--- config.mk ---
export PLATFORM = sky130hd
export DESIGN_NAME = serial_subtractor_nbits
export DESIGN_NICKNAME = d
export VERILOG_FILES = /design/src/rtl/sub_pkg.sv /design/src/rtl/sub_chunk.sv /design/src/rtl/serial_subtractor_nbits.sv
export SDC_FILE = /design/constraint.sdc
export NUM_CORES = 1
export LEC_CHECK = 0
export BUFFER_PORTS_ARGS = -buffer_cell sky130_fd_sc_hd__buf_4
export CORE_MARGIN = 2
export CORE_UTILIZATION = 31
export CTS_CLUSTER_SIZE = 28
export DETAILED_ROUTE_END_ITERATION = 16
export HOLD_SLACK_MARGIN = 0.05
export PLACE_DENSITY = 0.51
export SKIP_LAST_GASP = 1
export SLEW_MARGIN = 20
export SYNTH_ARGS = -nofsm -noshare
export SYNTH_HDL_FRONTEND = slang
export SYNTH_HIERARCHICAL = 1
export SYNTH_SLANG_ARGS = --single-unit
--- constraint.sdc ---
create_clock -name i_Clk -period 1.8 [get_ports i_Clk]
set_input_delay 0.18 -clock i_Clk [delete_from_list [all_inputs] [get_ports i_Clk]]
set_output_delay 0.18 -clock i_Clk [all_outputs]
set_load 0.03 [all_outputs]
--- src/rtl/sub_pkg.sv ---
// Shared types and helpers for the serial subtractor: FSM state encoding,
// default chunk size and the sizing functions used to derive chunk counts.
package sub_pkg;

    typedef enum logic [1:0] {
        IDLE = 2'd0,
        BUSY = 2'd1,
        DONE = 2'd2
    } sub_state_e;

    localparam int SUB_CHUNK_DEFAULT = 4;

    function automatic int ceil_div(input int num, input int den);
        return (num + den - 1) / den;
    endfunction

    // Counter width that stays legal when only one chunk exists.
    function automatic int cnt_width(input int n);
        return (n > 1) ? $clog2(n) : 1;
    endfunction

endpackage

--- src/rtl/sub_chunk.sv ---
// Combinational WIDTH-bit subtractor slice: o_Diff = i_A - i_B - i_Bin.
// Built as A + ~B + ~Bin so the carry chain maps straight onto an adder.
module sub_chunk #(
    parameter int WIDTH = 4
) (
    input  logic [WIDTH-1:0] i_A,
    input  logic [WIDTH-1:0] i_B,
    input  logic             i_Bin,
    output logic [WIDTH-1:0] o_Diff,
    output logic             o_Bout
);

    logic [WIDTH:0] sum;

    assign sum    = {1'b0, i_A} + {1'b0, ~i_B} + {{WIDTH{1'b0}}, ~i_Bin};
    assign o_Diff = sum[WIDTH-1:0];
    assign o_Bout = ~sum[WIDTH];

endmodule

--- src/rtl/serial_subtractor_nbits.sv ---
// Multi-cycle A - B - Bin, CHUNK bits per cycle; result valid ceil(WIDTH/CHUNK) cycles after accept.
// Valid/ready both sides; result held until consumed. SUB_SIGNED_OVF_EN enables signed overflow flag.
module serial_subtractor_nbits
    import sub_pkg::*;
#(
    parameter int WIDTH = 16,
    parameter int CHUNK = SUB_CHUNK_DEFAULT
) (
    input  logic             i_Clk,
    input  logic             i_Rst_n,
    input  logic             i_Valid,
    output logic             o_Ready,
    input  logic [WIDTH-1:0] i_A,
    input  logic [WIDTH-1:0] i_B,
    input  logic             i_Bin,
    output logic             o_Valid,
    input  logic             i_Ready,
    output logic [WIDTH-1:0] o_Diff,
    output logic             o_Bout,
    output logic             o_Ovf
);

    localparam int NUM_CHUNK = ceil_div(WIDTH, CHUNK);
    localparam int PADW      = NUM_CHUNK * CHUNK;
    localparam int CNT_W     = cnt_width(NUM_CHUNK);
    localparam logic [CNT_W-1:0] LAST_CNT = CNT_W'(NUM_CHUNK - 1);

    sub_state_e       state_q, state_d;
    logic [PADW-1:0]  a_q, a_d;
    logic [PADW-1:0]  b_q, b_d;
    logic [PADW-1:0]  diff_q, diff_d;
    logic [CNT_W-1:0] cnt_q, cnt_d;
    logic             carry_q, carry_d;
    logic             bout_q, bout_d;

    logic [CHUNK-1:0] chunk_diff;
    logic             chunk_bout;

`ifdef SUB_SIGNED_OVF_EN
    logic a_msb_q, a_msb_d;
    logic b_msb_q, b_msb_d;
    logic ovf_q, ovf_d;
`endif

    // Operands are zero-padded to a whole number of chunks; the padding
    // passes the carry through unchanged, so the final carry is the true one.
    sub_chunk #(
        .WIDTH (CHUNK)
    ) u_chunk (
        .i_A    (a_q[CHUNK-1:0]),
        .i_B    (b_q[CHUNK-1:0]),
        .i_Bin  (~carry_q),
        .o_Diff (chunk_diff),
        .o_Bout (chunk_bout)
    );

    always_comb begin
        state_d = state_q;
        a_d     = a_q;
        b_d     = b_q;
        diff_d  = diff_q;
        cnt_d   = cnt_q;
        carry_d = carry_q;
        bout_d  = bout_q;
`ifdef SUB_SIGNED_OVF_EN
        a_msb_d = a_msb_q;
        b_msb_d = b_msb_q;
        ovf_d   = ovf_q;
`endif
        case (state_q)
            IDLE: begin
                if (i_Valid) begin
                    a_d     = PADW'(i_A);
                    b_d     = PADW'(i_B);
                    carry_d = ~i_Bin;
                    cnt_d   = '0;
                    diff_d  = '0;
                    bout_d  = 1'b0;
`ifdef SUB_SIGNED_OVF_EN
                    a_msb_d = i_A[WIDTH-1];
                    b_msb_d = i_B[WIDTH-1];
                    ovf_d   = 1'b0;
`endif
                    state_d = BUSY;
                end
            end
            BUSY: begin
                // Operands shift down, result chunks shift in from the top;
                // after NUM_CHUNK steps chunk 0 sits at bit 0.
                a_d     = a_q >> CHUNK;
                b_d     = b_q >> CHUNK;
                diff_d  = (diff_q >> CHUNK) | (PADW'(chunk_diff) << (PADW - CHUNK));
                carry_d = ~chunk_bout;
                cnt_d   = cnt_q + CNT_W'(1);
                if (cnt_q == LAST_CNT) begin
                    bout_d  = chunk_bout;
`ifdef SUB_SIGNED_OVF_EN
                    ovf_d   = (a_msb_q != b_msb_q) && (diff_d[WIDTH-1] != a_msb_q);
`endif
                    state_d = DONE;
                end
            end
            DONE: begin
                if (i_Ready) begin
                    state_d = IDLE;
                end
            end
            default: begin
                state_d = IDLE;
            end
        endcase
    end

    always_ff @(posedge i_Clk or negedge i_Rst_n) begin
        if (!i_Rst_n) begin
            state_q <= IDLE;
        end else begin
            state_q <= state_d;
        end
    end

    always_ff @(posedge i_Clk or negedge i_Rst_n) begin
        if (!i_Rst_n) begin
            a_q     <= '0;
            b_q     <= '0;
            diff_q  <= '0;
            cnt_q   <= '0;
            carry_q <= 1'b0;
            bout_q  <= 1'b0;
`ifdef SUB_SIGNED_OVF_EN
            a_msb_q <= 1'b0;
            b_msb_q <= 1'b0;
            ovf_q   <= 1'b0;
`endif
        end else begin
            a_q     <= a_d;
            b_q     <= b_d;
            diff_q  <= diff_d;
            cnt_q   <= cnt_d;
            carry_q <= carry_d;
            bout_q  <= bout_d;
`ifdef SUB_SIGNED_OVF_EN
            a_msb_q <= a_msb_d;
            b_msb_q <= b_msb_d;
            ovf_q   <= ovf_d;
`endif
        end
    end

    assign o_Ready = (state_q == IDLE);
    assign o_Valid = (state_q == DONE);
    assign o_Diff  = diff_q[WIDTH-1:0];
    assign o_Bout  = bout_q;
`ifdef SUB_SIGNED_OVF_EN
    assign o_Ovf   = ovf_q;
`else
    assign o_Ovf   = 1'b0;
`endif

endmodule

Word-level counts from Yosys, hierarchy flattened
Cells that the tools add are included.
{"block": "totals", "reg_bits": 54, "input_bits": 37, "out_inout_bits": 20, "wordCells": 42}
{"block": "classes", "addsub": 3, "eq_ne": 6, "muxes": 17, "n_bitwise": 4, "n_reduce_logical": 5}
{"operator": "one-hot mux 16 bit (2 select lines)", "count": 3}
{"operator": "2-to-1 mux 16 bit", "count": 3}
{"operator": "bitwise OR 12 x 16 -> 16 bit", "count": 1}
{"operator": "2-to-1 mux 2 bit", "count": 4}
{"operator": "one-hot mux 2 bit (3 select lines)", "count": 1}
{"operator": "AND reduction 3 bit", "count": 2}
{"operator": "adder 4 x 4 -> 5 bit", "count": 1}
{"operator": "adder 5 x 1 -> 5 bit", "count": 1}
{"operator": "equality test 2 bit, second input constant", "count": 2}
{"operator": "!= test 2 bit, second input constant", "count": 2}
{"operator": "inverter 4 bit", "count": 1}
{"operator": "one-hot mux 1 bit (2 select lines)", "count": 2}
{"operator": "one-hot mux 2 bit (2 select lines)", "count": 1}
{"operator": "2-to-1 mux 1 bit", "count": 3}
{"operator": "adder 2 x 1 -> 2 bit, second input constant", "count": 1}
{"operator": "equality test 2 x 1 -> 1 bit, second input constant", "count": 1}
{"operator": "zero test 2 bit", "count": 1}
{"operator": "!= test 2 x 1 -> 1 bit, second input constant", "count": 1}
{"operator": "inverter 1 bit", "count": 2}
{"operator": "AND reduction 2 bit", "count": 1}
{"operator": "nonzero test 2 bit", "count": 1}

Longest topological paths before layout
{"block": "logic_depth", "depth_word": 6, "depth_mapped": 8, "ltp_nobuf": 8}

Cells and area by module
The synthesis kept the hierarchy.
{"mod": "serial_subtractor_nbits", "instances": 1, "cells_each": 221, "area_per_inst_um2": 2511.2, "seq_area_each_um2": 1351.3}
{"mod": "sub_chunk", "instances": 1, "cells_each": 18, "area_per_inst_um2": 147.6, "seq_area_each_um2": 0.0}

Worst setup path after synthesis
Ideal clock, no wire load.
{"block": "synth_timing", "path_type": "register to register", "start": "reg a_q[0]", "end": "reg bout_q, in the netlist o_Bout", "setup_time_ns": 0.090, "arrival_time_ns": 1.601, "t_required_ns": 1.710, "path_slack_ns": 0.108, "path_stages_with_launch": 9, "period_less_slack_ns": 1.692, "cell_sequence": "dfrtp_1 > inv_1 > fa_1 > inv_1 > fa_1 > a21o_2 > a21oi_1 > nand2_1 > o221ai_1"}
{"block": "synth_between", "elab_chain_len": 5}
{"item": "start: declaration", "line_no": "serial_subtractor_nbits.sv:29", "source": "logic [PADW-1:0] a_q, a_d;"}
{"item": "start signal: assignment", "line_no": "serial_subtractor_nbits.sv:124", "source": "a_q <= '0;"}
{"item": "start signal: assignment", "line_no": "serial_subtractor_nbits.sv:136", "source": "a_q <= a_d;"}
{"item": "adder 4 x 4 -> 5 bit", "line_no": "sub_chunk.sv:15", "source": "assign sum = {1'b0, i_A} + {1'b0, ~i_B} + {{WIDTH{1'b0}}, ~i_Bin};"}
{"item": "adder 5 x 1 -> 5 bit", "line_no": "sub_chunk.sv:15"}
{"item": "inverter 1 bit", "line_no": "sub_chunk.sv:17", "source": "assign o_Bout = ~sum[WIDTH];"}
{"item": "via chunk_bout", "line_no": "serial_subtractor_nbits.sv:37", "source": "logic chunk_bout;"}
{"item": "2-to-1 mux 1 bit", "line_no": "serial_subtractor_nbits.sv:95", "source": "if (cnt_q == LAST_CNT) begin"}
{"item": "one-hot mux 1 bit (2 select lines)", "line_no": "serial_subtractor_nbits.sv:70", "source": "case (state_q)"}
{"item": "end signal: assignment", "line_no": "serial_subtractor_nbits.sv:141", "source": "bout_q <= bout_d;"}
{"item": "end: declaration", "line_no": "serial_subtractor_nbits.sv:34", "source": "logic bout_q, bout_d;"}
The timed path passes the listed nets, and every way through them passes these cells. The select of a mux whose other input is x is not followed.
A chain may end at the register's enable or synchronous reset.

Final worst setup path
Same ends and word-level chain as after synthesis.

==> results.cfg <==
[timing]
hold_ws_ns = 0.189
rsz0062_at_grt = yes
tightest_slew_ns = 0.688
setup_viol_count_final = 0
relSlewSlack = 0.542
fin_crit_sh = 0.959
fin_worst_skew_ns = 0.00762
max_freq_ghz = 0.579
drv_slew = 0
final_hold_viol_count = 0
post-route-min-period_ns = 1.73

[final_layout]
fill_cells = 823
n_antenna_cell = 0
seqCellArea_um2 = 1350
multiInputGateArea_um2 = 1060
drive_gt1_frac = 0.292
areaGrowthSynthToFinish_pct = 22.7
final_nets = 333

[floorplan]
die_area_um2 = 9330
rows = 33
die_w_um = 96.6
start_util = 0.322
core_um2 = 8260
io_pins = 57
dieHeight_um = 96.6

[power_and_ir_drop]
power_leakage_nw = 1.54
power_mw = 5.97
max-vdd-ir-drop_uv = 568
comb_power_share = 0.522
clkPwrFrac = 0.117
switching_power_mw = 2.46
pwr_density_cell_nw_per_um2 = 1830
p_int_mw = 3.51
p_sw_frac = 0.413
power_frac_seq = 0.361

[routing]
remaining_drc_errors = 0
drtIter0Drc = 174
routed_wl_um = 6100
dr.pass1.iters = 5
wl_per_cell_um = 15.4
ant_nets = 0
viasPerCell = 5.12
via_count = 2029

[worst_setup_path]
r2r_start = a_q[0]$_DFFE_PN0P_
cpLargestDelayFamily = adder cells
crit_path_start_kind = register
critPathMaxStageDelay_ns = 0.41
crit_chain = inv_2, fa_2, inv_1, fa_2, a21o_2, a21oi_2, nand2_1, o221ai_1
critPathKind = register to register
r2r_slack_ns = 0.07
crit_path_frequent_cell = fa_2
required_ns = 2.02
crit_buf_inv = 2
slowest_stage = dfrtp_1
reg2regPathDepth = 8
r2r_end = o_Bout$_DFFE_PN0P_
critPathCaptureType = register
crit_fanout = 2
cp.arrival_ns = 1.94

[job]
maxCapViolCount = 0

[cts]
clkSinkCount = 54
cts_tree = yes
cts-root-buf = clkbuf_8
htreeDepth = 2
cts_made_buffers = 5
clock_latency_ns = 0.30
clk_path_buf_depth = 2
clk_pin_slew_ns = 0.10

[logic_synthesis]
synth-compound-area-share = 0.192
synthAdderAreaFrac = 0.0339
synth-simple-area-share = 0.153
synth-xor-area-share = 0.00659
syn-num-nets = 282
yosys_warnings = 6
synth-seq-cells = 54
synth.distinct_cells = 34
yosysSeqAreaShare = 0.508
synthCells = 239
synth_mux_area_frac = 0.00376
avgSynthCellArea_um2 = 11.1
synth_top_family_by_area = compound AO/OA/AOI/OAI gates
syn_area_um2 = 2660

[hold_path]
hold_path_depth = 3
hold_path_startpoint = i_A[8]
holdCritPathClass = primary input to register
worstHoldEndpoint = a_q[8]$_DFFE_PN0P_

[outcome]
status = finished clean

[global_route]
track_usage = 0.134
grt_pass1_wl_um = 10300
grt-ovfl-total = 0
grt_antenna_before_repair = 0
grt_max_degree = 55
grt_pass1_vias = 1962

[placed_design]
dpl.hpwl_um = 4060
io_buffers = 55
gp_congestion = 0.712
==> power groups by stage <==
stage | Combinational [mW] | Sequential, mW | Clock, mW
after floorplan | 2.01 | 2.40 | 0
after global placement | 3.07 | 2.16 | 0
after detailed placement | 3.08 | 2.18 | 0
after CTS | 3.12 | 2.16 | 0.734
after global routing | 3.44 | 2.23 | 0.788
final | 3.11 | 2.16 | 0.699
==> cell usage in the layout, fill, tap and decap left out, types with 2 or more instances in the layout <==
| cell type | netlist | final |
|---|---|---|
| inv_1 | 36 | 35 |
| buf_4 | 4 | 65 |
| a21oi_1 | 3 | 2 |
| o221a_2 | 4 | 4 |
| nor2b_1 | 13 | 12 |
| a211oi_1 | 8 | 8 |
| o221ai_1 | 8 | 8 |
| or4b_1 | 4 | 4 |
| dfrtp_1 | 54 | 54 |
| nor3b_1 | 8 | 8 |
| fa_2 | 0 | 2 |
| nor4b_1 | 8 | 8 |
| nand2_1 | 9 | 9 |
| clkbuf_8 | 0 | 6 |
| nand3b_1 | 9 | 9 |
| ha_1 | 4 | 4 |
| a222oi_1 | 13 | 13 |
| xor2_1 | 2 | 2 |
| nand2b_1 | 3 | 3 |
| a22o_1 | 18 | 18 |
==> synthesized netlist by cell type <==
cell      number  share of area
inv_1         36          0.051
dfrtp_1       54           0.51
and2_1         1         0.0024
o221ai_1       8          0.026
or4b_1         4          0.015
o21ba_2        1         0.0038
nand2b_1       3         0.0071
fa_1           2          0.015
or2_1          1         0.0024
nand2_1        9          0.013
nor4bb_1       1         0.0038
buf_1          1         0.0014
xor2_1         2         0.0066
ha_1           4          0.019
a21o_1         1         0.0028
a21o_2         1         0.0033
buf_6          3          0.013
nor4b_1        8          0.026
buf_4          4          0.011
clkbuf_1       5         0.0071
a222oi_1      13          0.049
conb_1         1         0.0014
nor2_1         1         0.0014
and2b_4        1         0.0038
nand3b_1       9          0.025
mux2i_1        1         0.0038
buf_2          9          0.017
a211oi_1       8          0.023
nor2b_1       13          0.031
a22o_1        18          0.059
o21bai_1       1         0.0028
a21oi_1        3         0.0056
o221a_2        4          0.017
nor3b_1        8          0.023
==> final cells by class <==
cell class | instances | area share
sequential | 54 | 0.414
tap | 105 | 0.0403
inverter | 36 | 0.0414
clock inverter | 1 | 0.00153
timing repair buffer | 66 | 0.153
clock buffer | 7 | 0.0265
multi-input combinational | 127 | 0.324
==> worst max path at each step <==
stage,from,to,slack (ns),cells after the start
after CTS,a_q[0]$_DFFE_PN0P_,o_Bout$_DFFE_PN0P_,0.05,8
final,a_q[0]$_DFFE_PN0P_,o_Bout$_DFFE_PN0P_,0.07,8
after floorplan,a_q[0]$_DFFE_PN0P_,o_Bout$_DFFE_PN0P_,0.11,8
after detailed placement,a_q[0]$_DFFE_PN0P_,o_Bout$_DFFE_PN0P_,-0.02,8
after global routing,a_q[0]$_DFFE_PN0P_,o_Bout$_DFFE_PN0P_,-0.02,8
after global placement,a_q[0]$_DFFE_PN0P_,o_Bout$_DFFE_PN0P_,0.02,8
==> timing repair <==
action	4_1_cts	5_1_grt
pin swaps	0	1
hold buffers	1	0
endpoints found under the hold margin	54	0
endpoints found under the setup margin	1	3
gates resized for setup	2	3
setup buffers	0	1
==> registers in the layout, summed over array words and instances, names as in the netlist <==
register and count:
o_Bout 1, cnt_q 2, state_q 2, o_Diff 16, a_q 16, b_q 16
carry_q 1
==> routing by layer <==
layer | vias to the layer above | track usage | wire [um]
met1 | 993 | 0.202 | 2940
li1 | 963 | - | -
met4 | 0 | 0.0282 | 43
met5 | - | 0 | 0
met2 | 69 | 0.199 | 2790
met3 | 4 | 0.0275 | 331
==> worst reg2reg max path, delay by kind of cell (launching register included) <==
family	cells	cell delay (ns)
compound gates	3	0.51
fa+ha+maj	2	0.54
buf+inv	2	0.12
flops	1	0.41
simple gates	1	0.07
==> kinds of logic after synthesis <==
group | Yosys count
adders and majority gates | 6
other | 1
muxes | 1
xor gates and xnor gates | 2
buffers and inverters | 58
and+or+nand+nor | 59
DFF | 54
AOI/OAI and AO/OA | 58
==> through the flow <==
stage	worst slack (ns)	instance area [um^2]	util	TNS [ns]	cells
floorplan	0.108	2660	-	0	239
global placement	0.0240	3140	0.381	0	386
detailed placement	-0.0176	3140	0.381	-0.0176	386
CTS	0.0471	3250	0.394	0	395
global route	-0.0185	3260	0.395	-0.0185	396
finish	0.0734	3260	0.395	0	396
(Power assumes the default switching activity.)
